### src/rtl/dmem_pkg.sv
// Shared types for the data-memory load/store unit.
// Size encodings, FSM states and the data word width.
package dmem_pkg;

  localparam int XLEN = 32;

  typedef enum logic [1:0] {
    SZ_B = 2'b00,
    SZ_H = 2'b01,
    SZ_W = 2'b10,
    SZ_X = 2'b11
  } size_e;

  typedef enum logic [1:0] {
    IDLE = 2'b00,
    LOAD = 2'b01,
    RMW  = 2'b10
  } state_e;

endpackage

### src/rtl/dmem_lsu_lane_align.sv
// Lane alignment: load extract/extend and store merge into old word.
// Purely combinational; offsets arrive already naturally aligned.
module lsu_lane_align
  import dmem_pkg::*;
(
  input  size_e            size_i,
  input  logic [1:0]       off_i,
  input  logic             uns_i,
  input  logic [XLEN-1:0]  old_i,
  input  logic [XLEN-1:0]  wdata_i,
  output logic [XLEN-1:0]  ld_o,
  output logic [XLEN-1:0]  st_o
);

  logic [4:0]      sh;
  logic [XLEN-1:0] shifted;

  assign sh      = {off_i, 3'b000};
  assign shifted = old_i >> sh;

  always_comb begin
    ld_o = old_i;
    st_o = wdata_i;
    unique case (1'b1)
      (size_i == SZ_B): begin
        ld_o = {{24{!uns_i && shifted[7]}}, shifted[7:0]};
        st_o = (old_i & ~(32'h0000_00FF << sh))
             | ({24'b0, wdata_i[7:0]} << sh);
      end
      (size_i == SZ_H): begin
        ld_o = {{16{!uns_i && shifted[15]}}, shifted[15:0]};
        st_o = (old_i & ~(32'h0000_FFFF << sh))
             | ({16'b0, wdata_i[15:0]} << sh);
      end
      default: begin
        ld_o = old_i;
        st_o = wdata_i;
      end
    endcase
  end

endmodule

### src/rtl/dmem_lsu.sv
// Load/store unit in front of a byte-enable-less dual-port RAM.
// Define LSU_MISALIGN_TRAP_EN to flag misaligned/illegal requests.
module dmem_lsu
  import dmem_pkg::*;
#(
  parameter int AW = 12
) (
  input  logic            clk,
  input  logic            rst,
  input  logic            req_valid,
  output logic            req_ready,
  input  logic            req_we,
  input  logic [1:0]      req_size,
  input  logic            req_unsigned,
  input  logic [31:0]     req_addr,
  input  logic [31:0]     req_wdata,
  output logic            rsp_valid,
  output logic [31:0]     rsp_rdata,
  output logic            rsp_err,
  output logic            ram_wr_en,
  output logic [AW-1:0]   ram_wr_addr,
  output logic [31:0]     ram_wr_data,
  output logic            ram_rd_en,
  output logic [AW-1:0]   ram_rd_addr,
  input  logic [31:0]     ram_rd_data
);

  state_e          state_q, state_d;
  logic [AW-1:0]   waddr_q, waddr_d;
  logic [1:0]      off_q, off_d;
  size_e           size_q, size_d;
  logic            uns_q, uns_d;
  logic [31:0]     wdata_q, wdata_d;
  logic            rvld_q, rvld_d;
  logic [31:0]     rdata_q, rdata_d;
  logic            rerr_q, rerr_d;

  logic            accept, bad, wr_c, rd_c;
  size_e           sz_in, sz_eff;
  logic [1:0]      off_in;
  logic [AW-1:0]   req_waddr;
  logic [31:0]     ld_data, st_word;
  logic            unused_addr;

  assign sz_in       = size_e'(req_size);
  assign req_waddr   = req_addr[AW+1:2];
  assign unused_addr = ^req_addr[31:AW+2];

`ifdef LSU_MISALIGN_TRAP_EN
  assign sz_eff = sz_in;
  assign off_in = req_addr[1:0];
  assign bad    = (sz_in == SZ_X)
               || (sz_in == SZ_H && req_addr[0])
               || (sz_in == SZ_W && req_addr[1:0] != 2'b00);
`else
  assign sz_eff = (sz_in == SZ_X) ? SZ_W : sz_in;
  assign off_in = (sz_eff == SZ_B) ? req_addr[1:0]
                : (sz_eff == SZ_H) ? {req_addr[1], 1'b0}
                : 2'b00;
  assign bad    = 1'b0;
`endif

  assign req_ready = (state_q == IDLE) && !rst;
  assign accept    = req_valid && req_ready;

  lsu_lane_align u_align (
    .size_i  (size_q),
    .off_i   (off_q),
    .uns_i   (uns_q),
    .old_i   (ram_rd_data),
    .wdata_i (wdata_q),
    .ld_o    (ld_data),
    .st_o    (st_word)
  );

  always_comb begin
    state_d     = state_q;
    waddr_d     = waddr_q;
    off_d       = off_q;
    size_d      = size_q;
    uns_d       = uns_q;
    wdata_d     = wdata_q;
    rvld_d      = 1'b0;
    rdata_d     = '0;
    rerr_d      = 1'b0;
    wr_c        = 1'b0;
    rd_c        = 1'b0;
    ram_wr_addr = req_waddr;
    ram_wr_data = req_wdata;
    ram_rd_addr = req_waddr;
    unique case (state_q)
      IDLE: begin
        if (accept) begin
          if (bad) begin
            rvld_d = 1'b1;
            rerr_d = 1'b1;
          end else if (req_we && sz_eff == SZ_W) begin
            wr_c   = 1'b1;
            rvld_d = 1'b1;
          end else begin
            rd_c    = 1'b1;
            waddr_d = req_waddr;
            off_d   = off_in;
            size_d  = sz_eff;
            uns_d   = req_unsigned;
            wdata_d = req_wdata;
            state_d = req_we ? RMW : LOAD;
          end
        end
      end
      LOAD: begin
        rvld_d  = 1'b1;
        rdata_d = ld_data;
        state_d = IDLE;
      end
      RMW: begin
        wr_c        = 1'b1;
        ram_wr_addr = waddr_q;
        ram_wr_data = st_word;
        rvld_d      = 1'b1;
        state_d     = IDLE;
      end
      default: state_d = IDLE;
    endcase
  end

  // Reset must also kill an in-flight RMW write, not just the state.
  assign ram_wr_en = wr_c && !rst;
  assign ram_rd_en = rd_c && !rst;

  always_ff @(posedge clk) begin
    if (rst) begin
      state_q <= IDLE;
      waddr_q <= '0;
      off_q   <= '0;
      size_q  <= SZ_W;
      uns_q   <= 1'b0;
      wdata_q <= '0;
      rvld_q  <= 1'b0;
      rdata_q <= '0;
      rerr_q  <= 1'b0;
    end else begin
      state_q <= state_d;
      waddr_q <= waddr_d;
      off_q   <= off_d;
      size_q  <= size_d;
      uns_q   <= uns_d;
      wdata_q <= wdata_d;
      rvld_q  <= rvld_d;
      rdata_q <= rdata_d;
      rerr_q  <= rerr_d;
    end
  end

  assign rsp_valid = rvld_q;
  assign rsp_rdata = rdata_q;
  assign rsp_err   = rerr_q;

endmodule
### config.mk
export PLATFORM = sky130hd
export DESIGN_NAME = dmem_lsu
export DESIGN_NICKNAME = d
export VERILOG_FILES = /design/src/rtl/dmem_pkg.sv /design/src/rtl/dmem_lsu_lane_align.sv /design/src/rtl/dmem_lsu.sv
export SDC_FILE = /design/constraint.sdc
export NUM_CORES = 1
export LEC_CHECK = 0
export BUFFER_PORTS_ARGS = -buffer_cell sky130_fd_sc_hd__buf_2
export CAP_MARGIN = 20
export CORE_MARGIN = 3
export CORE_UTILIZATION = 52
export DETAILED_ROUTE_END_ITERATION = 8
export PLACE_DENSITY = 0.86
export SYNTH_ARGS = -nofsm -noshare
export SYNTH_HDL_FRONTEND = slang
export SYNTH_SLANG_ARGS = --single-unit
### constraint.sdc
create_clock -name clk -period 4.4 [get_ports clk]
set_input_delay 0.88 -clock clk [delete_from_list [all_inputs] [get_ports clk]]
set_output_delay 0.88 -clock clk [all_outputs]
set_load 0.01 [all_outputs]
* Word-level counts from Yosys, hierarchy flattened
Index checks and enable logic that the tools add are counted.
** Storage, ports and cells
- Register bits :: 84
- Bits of input ports :: 103
- Word-level logic and storage cells :: 60
** Cells by class
- Equality and inequality tests :: 6
- Shifts and indexed selects :: 5
- Muxes and demuxes :: 15
- Bitwise gates (word level) :: 9
- Reductions and logical operators :: 17
** Operator list (count)
- one-hot mux 32 bit (2 select lines) :: 2
- bitwise AND 32 bit :: 2
- NOT 32 bit :: 2
- bitwise OR 32 bit :: 2
- 2-to-1 mux 32 bit :: 1
- << shifter 16 x 5 -> 32 bit :: 1
- << shifter 16 x 5 -> 32 bit, first input constant :: 1
- << shifter 8 x 5 -> 32 bit :: 1
- << shifter 8 x 5 -> 32 bit, first input constant :: 1
- >> shifter 32 x 5 -> 16 bit :: 1
- 2-to-1 mux 12 bit :: 1
- 2-to-1 mux 2 bit :: 4
- logical AND 1 bit :: 7
- equality test 2 x 1 -> 1 bit, second input constant :: 3
- equality test 2 bit, second input constant :: 3
- logical NOT 2 bit :: 3
- OR reduction 2 bit :: 3
- 2-to-1 mux 1 bit :: 5
- one-hot mux 1 bit (2 select lines) :: 2
- NOT 1 bit :: 3
- AND reduction 3 bit :: 1
- logical NOT 1 bit :: 2
- AND reduction 2 bit :: 1

* Logic depth before layout (Yosys ltp)
- Word-level depth :: 8
- Gate-level depth with buffers :: 10

* Hierarchy
From an unflattened synthesis, not the netlist that was laid out.
** Unflattened totals
- Cells, all modules :: 677
- Area total of the unflattened synthesis :: 5644.2 µm²
** By module, submodules not included
- dmem_lsu :: instances 1, cells an instance 372, area an instance 3666.0 µm², sequential area each 1681.6 µm²
- lsu_lane_align :: instances 1, cells an instance 305, area an instance 1978.1 µm², sequential area each 0.0 µm²

* Worst setup path after synthesis
Ideal clock, no wire load.
- Kind :: input-to-output
- Start point :: input rst
- End point :: output ram_rd_en
- Arrival :: 1.842 ns
- Path slack :: 1.678 ns
- Stages on the path :: 6
- Buffers on the path :: 2
- Path through :: buf_2 nand2b_1 inv_1 nand3_1 inv_1 clkbuf_1
** Between the ends
- Cells in the longest elaborated chain, start to end :: 6
** Ends and longest elaborated chain
- start: declaration :: line dmem_lsu.sv:9 : input logic rst,
- logical NOT 1 bit :: line dmem_lsu.sv:63 : assign req_ready = (state_q == IDLE) && !rst;
- logical AND 1 bit :: line dmem_lsu.sv:63
- named net req_ready :: line dmem_lsu.sv:11 : output logic req_ready,
- logical AND 1 bit :: line dmem_lsu.sv:64 : assign accept = req_valid && req_ready;
- 2-to-1 mux 1 bit :: line dmem_lsu.sv:93 : if (accept) begin
- 2-to-1 mux 1 bit :: line dmem_lsu.sv:91 : unique case (state_q)
- logical AND 1 bit :: line dmem_lsu.sv:129 : assign ram_rd_en = rd_c && !rst;
- end: declaration :: line dmem_lsu.sv:23 : output logic ram_rd_en,
The timed path passes the listed nets, and every way through them passes these cells.

* Worst setup path after layout
- Start point :: register size_q[0]
- End point :: output ram_wr_data[8]
** Between the ends
- Cells in the longest elaborated chain, start to end :: 3
- Elaborated cells on any way between the ends :: 4
** Ends and longest elaborated chain
- start: declaration :: line dmem_lsu.sv:31 : size_e size_q, size_d;
- start signal: assignment :: line dmem_lsu.sv:146 : size_q <= size_d;
- equality test 2 x 1 -> 1 bit or logical NOT 2 bit (tied branches) :: line dmem_lsu_lane_align.sv:30, dmem_lsu_lane_align.sv:25
- one-hot mux 32 bit (2 select lines) (*) :: line dmem_lsu_lane_align.sv:24 : unique case (1'b1)
- 2-to-1 mux 32 bit (*) :: line dmem_lsu.sv:91
- end: declaration :: line dmem_lsu.sv:22 : output logic [31:0] ram_wr_data,
Every way passes the cells marked *; elsewhere a longest branch is shown, timed or not.

==> results.md <==
- Critical Path Source Type: register
- H-Tree Depth: 3
- Num rows: 33
- Max-capacitance violation count: 0
- Sink Count: 84
- First-pass GRT wire length: 22900 um
- I/O pin total: 196
- CTS root buffer: clkbuf_8
- Max frequency: 0.280 GHz
- Via density: 5.91
- VDD IR-drop max: 0.165 mV
- Clk_skew: 0.0113 ns
- CP Data Required Time: 3.52 ns
- Top cells by count, synth: nand2_1, a21oi_1, dfxtp_1
- Register area share after synthesis: 36.3%
- Synth area leaders: dfxtp_1, a21oi_1, nand2_1
- Top cell type's share of synthesized area: 36.3%
- R2R Path Start: size_q[0]
- Most frequent cell after synthesis: nand2_1
- Hold Path Class: register to register
- CP Data Arrival Time: 2.69 ns
- Worst path cell trace: nor2b_1 > buf_4 > a21o_1 > a22oi_1 > a21oi_1 > buf_2
- Maximum root-to-sink buffer count: 2
- Vias post-DR: approximately 4900
- Ys async rst share: 0%
- Final Hold Fails: 0
- Hold_sp: wdata_q[29]
- Global route overflow: 0
- Finish-stage setup viols: 0
- Non-Filler Instances: roughly 830
- Post-DP HPWL: 10700 um
- Power density over the cells: roughly 300 mW/mm^2
- Avg WL per Cell: 17.7 um
- Worst-Margin Slew: around 1.0 ns
- Clock latency on the worst-skew pair: approximately 0.36 ns
- RSZ-0062 raised after global routing: no
- Vias in the first global route: 4575
- Initial Util: 55.0%
- Area growth syn-to-layout: 20.6%
- Setup bufs post-CTS: 0
- Reg clk slew, reported paths: 0.08 ns
- EDFF count, synth: 0
- Cell family with most CP delay: flip-flops
- Final period util: 81.2%
- Number of diodes: 0
- Outcome: completed
- WHS: 0.454 ns
- Top FF cell, synth: dfxtp_1
- CTS buffer count: 9
- Residual DRC: 0
- Core Box Area: 0.00842 mm^2
- DRT antenna net count: 0
- WL final: 14600 um
- CTS tree: done
- Initial antenna violation count: 0
- Slowest CP cell: dfxtp_1
- Crit Path Max Fanout: 23
- Die height: 100 um
- I/O Buffers: roughly 180
- DP Cell Count: roughly 810
- Pre-antenna DRT Iters: 5
- Critical path startpoint: size_q[0]
- # hold bufs at CTS: 0
- Setup TNS: 0 ns
- Tmin final: 3.57 ns
- Pre-CTS setup slack: 1.26 ns
- Post_cts resized: 0
- Synth unique cells: between 40 and 50
- CP Capture Type: output pin
- Max incr delay on CP: 0.89 ns
- Slew Viols, Final: 0
- Fraction of layout cells with a size suffix above 1: a little under a third
- GRT Util Overall: between 20% and 30%
- Final core occ: 66.3%
- WP buf/inv: 2
- Starting DRT DRC Count: 293
- Largest net degree at the start of global routing: 55
- Syn Std Cell Area: 0.00463 mm^2
- Crit Path Class: register to output pin
- Die width: 100 um
- Syn Area/Cell: approximately 8.0 um^2
- Syn Inst Count: just under 600
- Normalized max-slew margin: 32.3%
- RePlAce Congestion: 0.891
- Synthesized Nets: 692
- Leak pwr: roughly 0.0025 uW
- Final net count: 830
- Ys Warns: 0
- Dominant cell type by area after synthesis: dfxtp_1
- Final WS setup: 0.825 ns
- Seq cells post-synth: 84
- Die Area: 0.0101 mm^2
[cell usage in the layout (no fill, tap or decap), types with 9 or more instances in the layout]
| master | instances |
|---|---|
| buf_2 | 176 |
| nand2_1 | 97 |
| a21oi_1 | 88 |
| dfxtp_1 | 84 |
| nor2_1 | 29 |
| inv_1 | 24 |
| a22oi_1 | 24 |
| a22o_1 | 22 |
| o21ai_0 | 22 |
| o22ai_1 | 22 |
| mux2_2 | 20 |
| a21o_1 | 17 |
| buf_4 | 12 |
| clkbuf_8 | 10 |
| a221o_1 | 9 |
| a221oi_1 | 9 |
[logic make-up (layout without fill, tap and decap cells)]
logic type	after synthesis	count (layout)	synth area share (%)
other	1	1	0.0810
xor gates and xnor gates	1	1	0.189
and+or+nand+nor	144	144	12.6
adders and majority gates	8	8	2.16
DFF	84	84	36.3
AOI/OAI and AO/OA	231	231	33.2
muxes	26	26	6.38
buffers and inverters	86	229	9.08
[where the power goes]
part	total (uW)	switching (uW)	internal (uW)
sequential	811	22.7	788
combinational	334	194	140
clock	503	283	219
[registers in the layout (all words and copies together), names as in the netlist]
name and cells:
wdata_q 32, rsp_rdata 32, state_q 2, waddr_q 12, uns_q 1, off_q 2
size_q 2, rsp_valid 1
[metrics by stage]
stage	cell area (um^2)	total power, uW
2_1_floorplan	4630	1020
3_3_place_gp	5410	1150
3_5_place_dp	5410	1160
4_1_cts	5580	1650
5_1_grt	5580	1720
6_report	5580	1650
[layer usage]
metal | wire (um) | GRT usage [%]
met5 | 0 | 0
met4 | 438 | 12.5
met3 | 1290 | 6.32
met2 | 6860 | 47.1
met1 | 6060 | 36.0
[tightest hold or removal path, cell delays in order, from the launching register on]
cell and delay (ns):
dfxtp_1 0.31, nand2_1 0.05, a21oi_1 0.05
[final cells by class]
type,count,area [um^2]
clock buffer,12,145
clock inverter,4,25.0
fill,742,2840
inverter,25,93.8
multi-input combinational,411,2530
sequential,84,1680
tap,105,131
timing repair buffer,188,971
[worst paths after layout]
check | endpoint | slack (ns) | depth (start not counted)
setup / recovery | ram_wr_data[8] | 0.83 | 6
hold / removal | wdata_q[29] | 0.45 | 2
setup reg to reg | rsp_rdata[26] | 2.13 | 4
hold reg to reg | wdata_q[29] | 0.45 | 2
Power figures use the tool's default switching activity.
